[src/rtl/snes_pad_pkg.sv]
// Shared constants and types for the SNES controller-port responder.
// Button bit positions follow the order in which the console reads them.
package snes_pad_pkg;

  localparam int PAD_BITS = 16;
  localparam int BTN_BITS = 12;
  localparam int CNT_BITS = 5;

  localparam int BTN_B      = 0;
  localparam int BTN_Y      = 1;
  localparam int BTN_SELECT = 2;
  localparam int BTN_START  = 3;
  localparam int BTN_UP     = 4;
  localparam int BTN_DOWN   = 5;
  localparam int BTN_LEFT   = 6;
  localparam int BTN_RIGHT  = 7;
  localparam int BTN_A      = 8;
  localparam int BTN_X      = 9;
  localparam int BTN_L      = 10;
  localparam int BTN_R      = 11;

  localparam logic [3:0]          PAD_ID   = 4'b0000;
  localparam logic [CNT_BITS-1:0] CNT_DONE = 5'd16;

  typedef enum logic [1:0] {
    UNIT_LATCH = 2'd0,
    UNIT_SHIFT = 2'd1,
    UNIT_DONE  = 2'd2
  } unit_state_e;

  function automatic logic [PAD_BITS-1:0] report_word(input logic [BTN_BITS-1:0] btn);
    return {PAD_ID, btn};
  endfunction

endpackage

[src/rtl/snes_pad_shifter.sv]
// One report shifter: 16-bit word, count saturating at 16, current serial bit.
// The unit state is derived each cycle from the load request and the count.
module snes_pad_shifter
  import snes_pad_pkg::*;
(
  input  logic                clk,
  input  logic                rst,
  input  logic                load,
  input  logic                advance,
  input  logic [BTN_BITS-1:0] buttons,
  output logic                cur_bit
);

  logic [PAD_BITS-1:0] shreg_r, shreg_nxt_s;
  logic [CNT_BITS-1:0] cnt_r, cnt_nxt_s;
  unit_state_e         state_s;

  // Derive unit state from strobe and count
  always_comb begin
    state_s = UNIT_DONE;
    if (load) begin
      state_s = UNIT_LATCH;
    end else if (cnt_r < CNT_DONE) begin
      state_s = UNIT_SHIFT;
    end else begin
      state_s = UNIT_DONE;
    end
  end

  // Next register and count per state
  always_comb begin
    shreg_nxt_s = shreg_r;
    cnt_nxt_s   = cnt_r;
    case (state_s)
      UNIT_LATCH: begin
        shreg_nxt_s = report_word(buttons);
        cnt_nxt_s   = 5'd0;
      end
      UNIT_SHIFT: begin
        if (advance) begin
          shreg_nxt_s = {1'b1, shreg_r[PAD_BITS-1:1]};
          cnt_nxt_s   = cnt_r + 5'd1;
        end else begin
          shreg_nxt_s = shreg_r;
          cnt_nxt_s   = cnt_r;
        end
      end
      UNIT_DONE: begin
        shreg_nxt_s = shreg_r;
        cnt_nxt_s   = cnt_r;
      end
      default: begin
        shreg_nxt_s = shreg_r;
        cnt_nxt_s   = CNT_DONE;
      end
    endcase
  end

  // State register; reset parks the unit in DONE
  always_ff @(posedge clk) begin
    if (rst) begin
      shreg_r <= 16'h0000;
      cnt_r   <= CNT_DONE;
    end else begin
      shreg_r <= shreg_nxt_s;
      cnt_r   <= cnt_nxt_s;
    end
  end

  assign cur_bit = (cnt_r >= CNT_DONE) ? 1'b1 : shreg_r[0];

endmodule

[src/rtl/snes_pad_responder.sv]
// SNES controller-port responder: answers latch/clock reads with 16-bit pad
// reports, either as one standard pad or as a 4-pad multitap.
module snes_pad_responder
  import snes_pad_pkg::*;
#(
  parameter int MULTITAP = 0
) (
  input  logic                MCLK,
  input  logic                RESET,
  input  logic                JOY_STRB,
  input  logic                JOY_CLK,
  input  logic                JOY_P6,
  input  logic [BTN_BITS-1:0] PAD0,
  input  logic [BTN_BITS-1:0] PAD1,
  input  logic [BTN_BITS-1:0] PAD2,
  input  logic [BTN_BITS-1:0] PAD3,
  output logic [1:0]          JOY_DI
);

  localparam int NUM_UNITS = (MULTITAP != 0) ? 4 : 1;

  logic       clk_q_r;
  logic       rise_s;
  logic [3:0] adv_s;
  logic [3:0] bits_s;
  logic [1:0] di_nxt_s;
  logic       unused_pads_s;

  assign unused_pads_s = ^{PAD1, PAD2, PAD3, adv_s, JOY_P6};

  // Console clock history for rising-edge detection (idles high)
  always_ff @(posedge MCLK) begin
    if (RESET) begin
      clk_q_r <= 1'b1;
    end else begin
      clk_q_r <= JOY_CLK;
    end
  end

  assign rise_s = JOY_CLK & ~clk_q_r;

  // Pick which units advance; a latch in the same cycle takes priority
  always_comb begin
    adv_s = 4'b0000;
    if (rise_s && !JOY_STRB) begin
      if (MULTITAP == 0) begin
        adv_s = 4'b0001;
      end else if (JOY_P6) begin
        adv_s = 4'b0011;
      end else begin
        adv_s = 4'b1100;
      end
    end else begin
      adv_s = 4'b0000;
    end
  end

  for (genvar i = 0; i < 4; i++) begin : g_units
    if (i < NUM_UNITS) begin : g_unit
      snes_pad_shifter u_shifter (
        .clk     (MCLK),
        .rst     (RESET),
        .load    (JOY_STRB),
        .advance (adv_s[i]),
        .buttons ((i == 0) ? PAD0 : (i == 1) ? PAD1 : (i == 2) ? PAD2 : PAD3),
        .cur_bit (bits_s[i])
      );
    end else begin : g_absent
      assign bits_s[i] = 1'b1;
    end
  end

  // Data-line mapping; D1 high during latch is the multitap signature
  always_comb begin
    di_nxt_s = 2'b00;
    if (MULTITAP == 0) begin
      di_nxt_s = {1'b0, JOY_STRB ? PAD0[BTN_B] : bits_s[0]};
    end else if (JOY_STRB) begin
      di_nxt_s = {1'b1, PAD0[BTN_B]};
    end else if (JOY_P6) begin
      di_nxt_s = {bits_s[1], bits_s[0]};
    end else begin
      di_nxt_s = {bits_s[3], bits_s[2]};
    end
  end

  // Registered data lines
  always_ff @(posedge MCLK) begin
    if (RESET) begin
      JOY_DI <= 2'b00;
    end else begin
      JOY_DI <= di_nxt_s;
    end
  end

endmodule

[config.mk]
export PLATFORM = sky130hd
export DESIGN_NAME = snes_pad_responder
export DESIGN_NICKNAME = d
export VERILOG_FILES = /design/src/rtl/snes_pad_pkg.sv /design/src/rtl/snes_pad_shifter.sv /design/src/rtl/snes_pad_responder.sv
export SDC_FILE = /design/constraint.sdc
export NUM_CORES = 1
export LEC_CHECK = 0
export BUFFER_PORTS_ARGS = -buffer_cell sky130_fd_sc_hd__buf_4
export CAP_MARGIN = 20
export CORE_ASPECT_RATIO = 0.6
export CORE_MARGIN = 2
export CORE_UTILIZATION = 43
export DETAILED_ROUTE_END_ITERATION = 8
export PLACE_DENSITY = 0.82
export SLEW_MARGIN = 25
export SYNTH_ARGS = -nofsm -noshare
export SYNTH_HDL_FRONTEND = slang
export SYNTH_SLANG_ARGS = --single-unit
[constraint.sdc]
create_clock -name MCLK -period 3.6 [get_ports MCLK]
set_input_delay 0.18 -clock MCLK [delete_from_list [all_inputs] [get_ports MCLK]]
set_output_delay 0.18 -clock MCLK [all_outputs]
set_load 0.02 [all_outputs]
# Yosys cells after proc, flatten, opt, wreduce, memory -nomap -nowiden
# Cells that the tools add are included.
[classes]
add_sub_neg = 1
mul = 0
div_mod_pow = 0
n_lt_le_gt_ge = 2
eq_ne = 3
shift = 0
muxes = 9
n_bitwise = 3
reduce_logical = 6
[ops]
columns = ["cell", "count"]
rows = [
  ["$pmux 16 s2", 1],
  ["$mux 16", 1],
  ["$pmux 5 s3", 1],
  ["$add 5x1->5 const B", 1],
  ["$ge 5x5->1 const B", 1],
  ["$lt 5x5->1 const B", 1],
  ["$mux 5", 1],
  ["$mux 2", 2],
  ["$reduce_and 2->1", 2],
  ["$mux 1", 3],
  ["$eq 2x1->1 const B", 1],
  ["$eq 2x2->1 const B", 1],
  ["$logic_not 2->1", 1],
  ["$ne 2x2->1 const B", 1],
  ["$not 1->1", 2],
  ["$reduce_bool 2->1", 1],
  ["$and 1x1->1", 1],
  ["$logic_and 1x1->1", 1],
  ["$logic_not 1->1", 1],
]
[totals]
ff_bits = 24
latchBits = 0
ram_bits = 0
romBits = 0
inputBits = 53
out_inout_bits = 2
word_cells = 29
memories = 0

# Depth between registers and ports, before layout
# Gate-level depths: netlist of the first run.
[logic_depth]
depth_word = 6
ltp_mapped = 5

# Modules after synthesis
# A second synthesis of the first run with hierarchy kept.
[unflattened]
hier_cells = 116
hier_area_um2 = 1013.5
[by_module_without_submodules]
columns = ["module", "instances", "cells_per_inst", "area_per_inst_um2"]
rows = [
  ["snes_pad_shifter", 1, 108, 934.6],
  ["snes_pad_responder", 1, 8, 78.8],
]

# Least setup slack after synthesis of the first run
# Ideal clock, no wire load.
[synth_path]
kind = "register -> register"
start = "register g_units[0].g_unit.u_shifter.cnt_r[4]"
end = "register g_units[0].g_unit.u_shifter.cnt_r[3]"
t_arrival_ns = 1.292
required_ns = 3.530
path_slack_ns = 2.238
stages_incl_launch_ff = 5
n_path_buf = 1
period_less_slack_ns = 1.362
path_cell_list = "dfxtp_1 > or3b_1 > buf_6 > or3_1 > a21oi_1"
[synth_via]
elab_chain_len = 6
word_cells_on_any_way = 10
[synth_rtl]
columns = ["item", "line_no", "text"]
rows = [
  ["start: declaration", "snes_pad_shifter.sv:15", "logic [CNT_BITS-1:0] cnt_r, cnt_nxt_s;"],
  ["start signal: assignment", "snes_pad_shifter.sv:66", "cnt_r <= cnt_nxt_s;"],
  ["$lt 5x5->1 *", "snes_pad_shifter.sv:23", "end else if (cnt_r < CNT_DONE) begin"],
  ["$mux 2 *", "snes_pad_shifter.sv:23", ""],
  ["$mux 2 *", "snes_pad_shifter.sv:21", "if (load) begin"],
  ["$eq 2x1->1 or $eq 2x2->1 (tied branches)", "snes_pad_shifter.sv:34", "case (state_s)"],
  ["$ne 2x2->1 (no line) or $not 1->1 (tied branches)", "-", ""],
  ["$reduce_and 2->1 (no line)", "-", ""],
]
# Mark *: on every way between the ends. The rest lies on a longest branch, timed or not.
# A chain may end at the register's enable or synchronous reset.

# Worst setup path after layout of the first run
[layout_path]
start = "register g_units[0].g_unit.u_shifter.cnt_r[4]"
end = "register g_units[0].g_unit.u_shifter.shreg_r[11]"
[layout_via]
elab_chain_len = 6
word_cells_on_any_way = 9
[layout_rtl]
columns = ["item", "line_no", "text"]
rows = [
  ["$lt 5x5->1 *", "snes_pad_shifter.sv:23", ""],
  ["$mux 2 *", "snes_pad_shifter.sv:23", ""],
  ["$mux 2 *", "snes_pad_shifter.sv:21", ""],
  ["$eq 2x1->1 or $logic_not 2->1 (tied branches)", "snes_pad_shifter.sv:34", ""],
  ["$ne 2x2->1 (no line) or $reduce_bool 2->1 (tied branches)", "-", ""],
  ["$reduce_and 2->1 (no line)", "-", ""],
  ["end signal: assignment", "snes_pad_shifter.sv:65", "shreg_r <= shreg_nxt_s;"],
  ["end: declaration", "snes_pad_shifter.sv:14", "logic [PAD_BITS-1:0] shreg_r, shreg_nxt_s;"],
]
# Marked as above.

==> results of run 1 <==
[cell families (layout without fill, tap and decap cells)]
| family | Yosys count | in the layout | synth area share (%) |
|---|---|---|---|
| xor gates and xnor gates | 2 | 2 | 1.79 |
| and+or+nand+nor | 37 | 37 | 17.3 |
| adders and majority gates | 1 | 1 | 1.28 |
| other | 1 | 1 | 0.382 |
| buffers and inverters | 9 | 22 | 5.23 |
| DFF | 23 | 23 | 46.9 |
| AOI/OAI and AO/OA | 19 | 19 | 14.8 |
| muxes | 12 | 12 | 12.2 |
[final cells by class]
class / instances / area share (%)
Clock buffer: 4 / 3.94
Inverter: 1 / 0.328
Multi-Input combinational cell: 72 / 41.0
Sequential cell: 23 / 40.3
Tap cell: 30 / 3.28
Timing Repair Buffer: 17 / 11.2
[how the worst max path moves through the flow]
stage / to / slack (ns) / depth (start not counted)
2_1_floorplan: g_units[0].g_unit.u_shifter.cnt_r[3] / 2.24 / 4
3_3_place_gp: g_units[0].g_unit.u_shifter.shreg_r[1] / 1.84 / 3
3_5_place_dp: g_units[0].g_unit.u_shifter.shreg_r[7] / 1.80 / 3
4_1_cts: g_units[0].g_unit.u_shifter.shreg_r[7] / 1.78 / 3
5_1_grt: g_units[0].g_unit.u_shifter.shreg_r[11] / 1.53 / 3
6_report: g_units[0].g_unit.u_shifter.shreg_r[11] / 1.76 / 3
[registers in the layout (all words and copies together), names as in the netlist]
register                          cells
clk_q_r                               1
JOY_DI                                1
g_units.g_unit.u_shifter.shreg_r     16
g_units.g_unit.u_shifter.cnt_r        5
[report_power, final]
| group | total (uW) | switching, uW | internal, uW |
|---|---|---|---|
| clock | 155 | 75.9 | 78.9 |
| combinational | 57.1 | 27.6 | 29.4 |
| sequential | 275 | 7.43 | 268 |
| total | 487 | 111 | 376 |
[placed cells by master, fill, tap and decap left out, types with 2 or more instances in the layout]
cell type  instances
mux2i_1           12
nand2_1            9
a21oi_1            5
xnor2_1            2
clkbuf_8           3
nor3_1             2
buf_4             17
dfxtp_1           23
a221oi_1          12
or2_2              2
nor2_1            18
[stage by stage]
| stage | std cells | area (um^2) | hold WS [ns] | setup WS (ns) |
|---|---|---|---|---|
| final | 147 | 1140 | 0.124 | 1.76 |
| after global routing | 147 | 1140 | 0.112 | 1.53 |
| after CTS | 147 | 1140 | 0.117 | 1.78 |
| after detailed placement | 143 | 1100 | 0.393 | 1.80 |
| after global placement | 143 | 1100 | 0.389 | 1.84 |
| after floorplan | 104 | 981 | 0.259 | 2.24 |
[routing by layer]
layer	share of wire [%]	vias to the layer above	wire length, um	track usage, %
met1	48	348	871	18.2
li1	-	394	-	-
met2	45	17	811	26.3
met3	6.6	2	119	6.59
met5	0	-	0	0
met4	0.33	0	6	4.69
==> results by group, run 1 <==
Outcome
  – Status: finished, final reports clean

Synth
  – Total number of yosys warnings: 0
  – Cells after Synth: roughly 100
  – Syn avg cell area: ~9.4 um^2
  – Syn_nets: 158
  – Synth top cells by count: dfxtp_1, nor2_1, a221oi_1, mux2i_1, nand2_1
  – Netlist Area Pre-Place: approximately 1000 um^2
  – Most used DFF post-synth: dfxtp_1
  – Cell with the most instances after synthesis: dfxtp_1
  – Synth top area cells: dfxtp_1, mux2i_1, a221oi_1, nor2_1, nand2_1
  – Share of the synthesized area in the top cell type: a little under half
  – Seq/Total Area, Yosys: a little under half
  – EDFF count, synth: 0
  – Flops & latches, synth: 23
  – Area leader, netlist: dfxtp_1
  – Async SR Flop Fraction: 0%
  – Synth unique cells: 24

Job
  – Max_cap viols: 0

Clock network
  – Clk root buf: clkbuf_8
  – Clk sinks: 23
  – Setup Fix Bufs, Post-CTS: 0
  – Max Root-Sink Buffers: 2
  – Clk_lat worst skew: 0.26 ns
  – Cts repair resizes: 0
  – TritonCTS buffer count: 3
  – Htree depth: 1
  – Worst-path clk slew: approximately 0.08 ns
  – CTS tree: done
  – Cts-stage hold buffer count: 0

Detailed routing
  – DR vias: between 700 and 800
  – Post-DR vias/cell: a little over 5
  – Drt drc: 0
  – TritonRoute pass-1 iters: 4
  – Post-route ant nets: 0
  – DR iter-0 viols: 22
  – Avg WL per Cell: between 10 and 15 um
  – WL final: 1.81 mm

GRT
  – Tot GR Track Use: 15.4%
  – Largest net degree at the start of global routing: 20
  – Overflow after GRT: 0
  – Initial antenna violation count: 0
  – Global-route wire length before repair: between 2 and 3 mm
  – Number of global-route vias before repair: around 670

Placement
  – Post-DP HPWL: ~1.3 mm
  – RePlAce Congestion: a little under 0.8
  – Port Buffer Count: 16

Hold path
  – Hold crit path type: input port to flip-flop
  – Worst hold start: JOY_CLK
  – Hold path endpoint: clk_q_r
  – Hold Path Stages: 2

Worst setup path
  – CP max stage delay: 0.54 ns
  – Reg2reg path depth: 3
  – Cell family with most CP delay: simple AND/OR/NAND/NOR gates
  – Data arrival, critical path: ~2.0 ns
  – Critical Path End Type: flip-flop
  – Slack of the worst reg-to-reg path: between 1.5 and 2 ns
  – Startpoint types: flip-flop
  – Reg2Reg Capture Point: g_units[0].g_unit.u_shifter.shreg_r[11]
  – Worst reg2reg startpoint: g_units[0].g_unit.u_shifter.cnt_r[4]
  – CP Buf/Inv Count: 0
  – Crit path kind: flip-flop to flip-flop
  – Required time of the critical path: about 3.8 ns
  – Slowest stage cell, crit path: or3b_1
  – Crit-path cells: or3b_1, nand2_1, a221oi_1
  – Crit. Startpoint: g_units[0].g_unit.u_shifter.cnt_r[4]
  – Critical path peak fanout: 19

Floorplanning
  – Cell row count: 13
  – Core area: ~2200 um^2
  – Initial core utilization: between 40% and 50%
  – Height of the die: 41.0 um
  – Die width: ~66 um
  – Ports: 55
  – DIE AREA: around 2700 um^2

STA
  – RSZ-0062 raised after global routing: false
  – Fin. max-slew vios: 0
  – Setup Viol. Count Final: 0
  – Minimum clock period: between 1.5 and 2 ns
  – TNS Setup: 0 ns
  – Final Skew: about 0.0041 ns
  – Worst slew margin: between 50% and 60%
  – Final worst-path cycle share: 51.2%
  – Fmax: roughly 0.54 GHz
  – Slew @ Worst Pin: just under 0.7 ns
  – Final Hold Vio Count: 0

Finish
  – Layout Utilization: a little over half
  – Diode count: 0
  – FF+latch area: 460 um^2
  – Filler Cells Inserted: approximately 200
  – Nets: ~170
  – Area Overhead vs Synth: 16.6%
  – Layout cell share with drive strength beyond 1: approximately 20%
  – Multi-input logic area: approximately 470 um^2

Power
  – Post-route total power: 487 uW
  – Leak: 0.000441 uW
  – Peak VDD IR: between 0.2 and 0.3 mV
  – PwrDens: roughly 430 nW/um^2
No activity file was read; power rests on OpenSTA's default activity.
==> run 2: changes to the inputs <==
- CORE_UTILIZATION: 43 -> 42
- PLACE_DENSITY: 0.82 -> 0.81
- clock period: 3.6 -> 1.8 ns (I/O delays scaled with it)
==> run 2 against run 1 <==
Die area up 2.2%. Final cell count up 2.0%. Global-route usage down 0.49 points. First-iteration DRC count up 120%. Sequential power up 100%. Critical path depth unchanged. Total power up 100%. Combinational power up 100%. Register-to-register slack worse by 1.5 ns. Via count up 3.5%. Final area up 2.1%. Wire length up 3.7%. Largest power group unchanged.
==> results by group, run 2 (synthesis results as in run 1) <==
Worst setup path
  – Data arrival, critical path: 1.66 ns
  – Crit. Startpoint: g_units[0].g_unit.u_shifter.cnt_r[4]
  – Critical Path End Type: flip-flop
  – Critical path peak fanout: 12
  – Startpoint types: flip-flop
  – Crit path to: g_units[0].g_unit.u_shifter.shreg_r[0]
  – Crit path kind: flip-flop to flip-flop
  – Required time of the critical path: slightly below 2 ns
  – Slack of the worst reg-to-reg path: about 0.27 ns
  – Reg2Reg Capture Point: g_units[0].g_unit.u_shifter.shreg_r[0]
  – Reg2reg path depth: 3
  – Worst reg2reg startpoint: g_units[0].g_unit.u_shifter.cnt_r[4]

Finish
  – Cell area after layout: roughly 1200 um^2
  – Filler Cells Inserted: 220
  – Commonest non-fill, non-tap cell in the layout: dfxtp_1
  – Largest regs: g_units.g_unit.u_shifter.shreg_r x16, g_units.g_unit.u_shifter.cnt_r x5
  – Number of flip-flops in the largest register: 16
  – Layout cell share with drive strength beyond 1: ~23%
  – FF+latch area: about 460 um^2
  – Diode count: 0
  – Most flops, register: g_units.g_unit.u_shifter.shreg_r
  – Commonest cells after routing, fill and taps aside: dfxtp_1, buf_4, nor2_1, mux2i_1, a221oi_1
  – Nets: between 150 and 200
  – Fin cells: 150
  – Area Overhead vs Synth: 19.0%
  – Multi-input logic area: approximately 470 um^2

Floorplanning
  – Core area: roughly 2200 um^2
  – Ports: 55
  – Die width: approximately 66 um
  – DIE AREA: approximately 2800 um^2
  – Cell row count: 13
  – Initial core utilization: between 40% and 50%
  – Height of the die: a little over 40 um

STA
  – TNS Setup: 0 ns
  – Final worst-path cycle share: 85.1%
  – Fin. max-slew vios: 0
  – Final Hold Vio Count: 0
  – Setup Viol. Count Final: 0
  – Final Skew: roughly 0.0027 ns
  – Minimum clock period: between 1.5 and 2 ns
  – Fmax: 0.653 GHz
  – RSZ-0062 raised after global routing: false

Power
  – Comb power frac: about an eighth
  – PwrDens: between 800 and 900 nW/um^2
  – Switch share: 24.0%
  – Peak VDD IR: about 0.5 mV
  – Flop pwr share: between 50% and 60%
  – Power Internal: between 700 and 800 uW
  – NetSw: 237 uW
  – Clock network power share: 32.5%
  – Leak: roughly 0.00046 uW

GRT
  – Overflow after GRT: 0
  – Number of global-route vias before repair: between 700 and 800
  – Global-route wire length before repair: 3.19 mm
  – Initial antenna violation count: 0
  – Tot GR Track Use: ~15%
  – Largest net degree at the start of global routing: 17

Clock network
  – Cts-stage hold buffer count: 0
  – TritonCTS buffer count: 3
  – CTS tree: done
  – Clk sinks: 23
  – Htree depth: 1
  – Setup Fix Bufs, Post-CTS: 0
  – Clk root buf: clkbuf_8
  – Worst-path clk slew: roughly 0.080 ns
  – Clk_lat worst skew: 0.27 ns
  – Cts repair resizes: 0
  – Max Root-Sink Buffers: 2

Detailed routing
  – Avg WL per Cell: 12.5 um
  – DR iter-0 viols: 48
  – Post-DR vias/cell: 5.25
  – WL final: around 1.9 mm
  – DR vias: approximately 790
  – TritonRoute pass-1 iters: 4
  – Drt drc: 0
  – Post-route ant nets: 0

Placement
  – Port Buffer Count: 16
  – RePlAce Congestion: between 0.7 and 0.8
  – Placed cell area: between 1000 and 1500 um^2
  – Post-DP HPWL: about 1.3 mm
  – Placed insts: around 150

Outcome
  – Status: finished, final reports clean

Job
  – Max_cap viols: 0

Hold path
  – Hold crit path type: input port to flip-flop
-- run 2: cell types whose count changed in the layout (fill, tap and decap cells not counted), sizes merged --
cell and delta:
buf +3, clkbuf -1, clkinv +1
-- run 2: through the flow --
step | utilization (%) | power (uW) | setup slack, ns | hold WS (ns)
5_1_grt | 53.6 | 1040 | 0.172 | 0.0336
2_1_floorplan | - | 634 | 0.438 | 0.169
6_report | 53.6 | 987 | 0.268 | 0.0373
3_5_place_dp | 51.4 | 680 | 0.261 | 0.312
4_1_cts | 53.6 | 1000 | 0.246 | 0.0284
3_3_place_gp | 51.4 | 673 | 0.293 | 0.298
-- run 2: cell type report --
| class | count | share of cell area, % |
|---|---|---|
| inverter | 1 | 0.322 |
| clock inverter | 1 | 0.429 |
| multi-input combinational | 72 | 40.2 |
| sequential | 23 | 39.4 |
| tap | 30 | 3.22 |
| timing repair buffer | 20 | 12.9 |
| clock buffer | 3 | 3.54 |
-- run 2: critical path, stage by stage (launching register included) --
cell	delay [ns]
dfxtp_1	0.37
or3b_1	0.51
nand2_1	0.35
a221oi_1	0.16
-- run 2: worst min-delay path by stage --
stage / slack, ns / startpoint / depth (start not counted) / to
5_1_grt: 0.03 / JOY_CLK / 2 / clk_q_r
3_3_place_gp: 0.30 / JOY_CLK / 2 / clk_q_r
2_1_floorplan: 0.17 / RESET / 1 / g_units[0].g_unit.u_shifter.shreg_r[0]
4_1_cts: 0.03 / JOY_CLK / 2 / clk_q_r
6_report: 0.04 / JOY_CLK / 2 / clk_q_r
3_5_place_dp: 0.31 / JOY_CLK / 2 / clk_q_r
-- run 2: layer usage --
layer,GRT usage [%],share of wire (%)
met1,19.7,48
met2,23.0,47
met3,5.69,5.1
met4,3.67,0
met5,0,0
-- run 2: power groups by stage --
stage               clock [uW]  sequential [uW]  combinational, uW
floorplan                    0              560               74.2
global placement             0              560                113
CTS                        333              550                118
global route               354              553                128
detailed placement           0              562                118
finish                     321              550                116
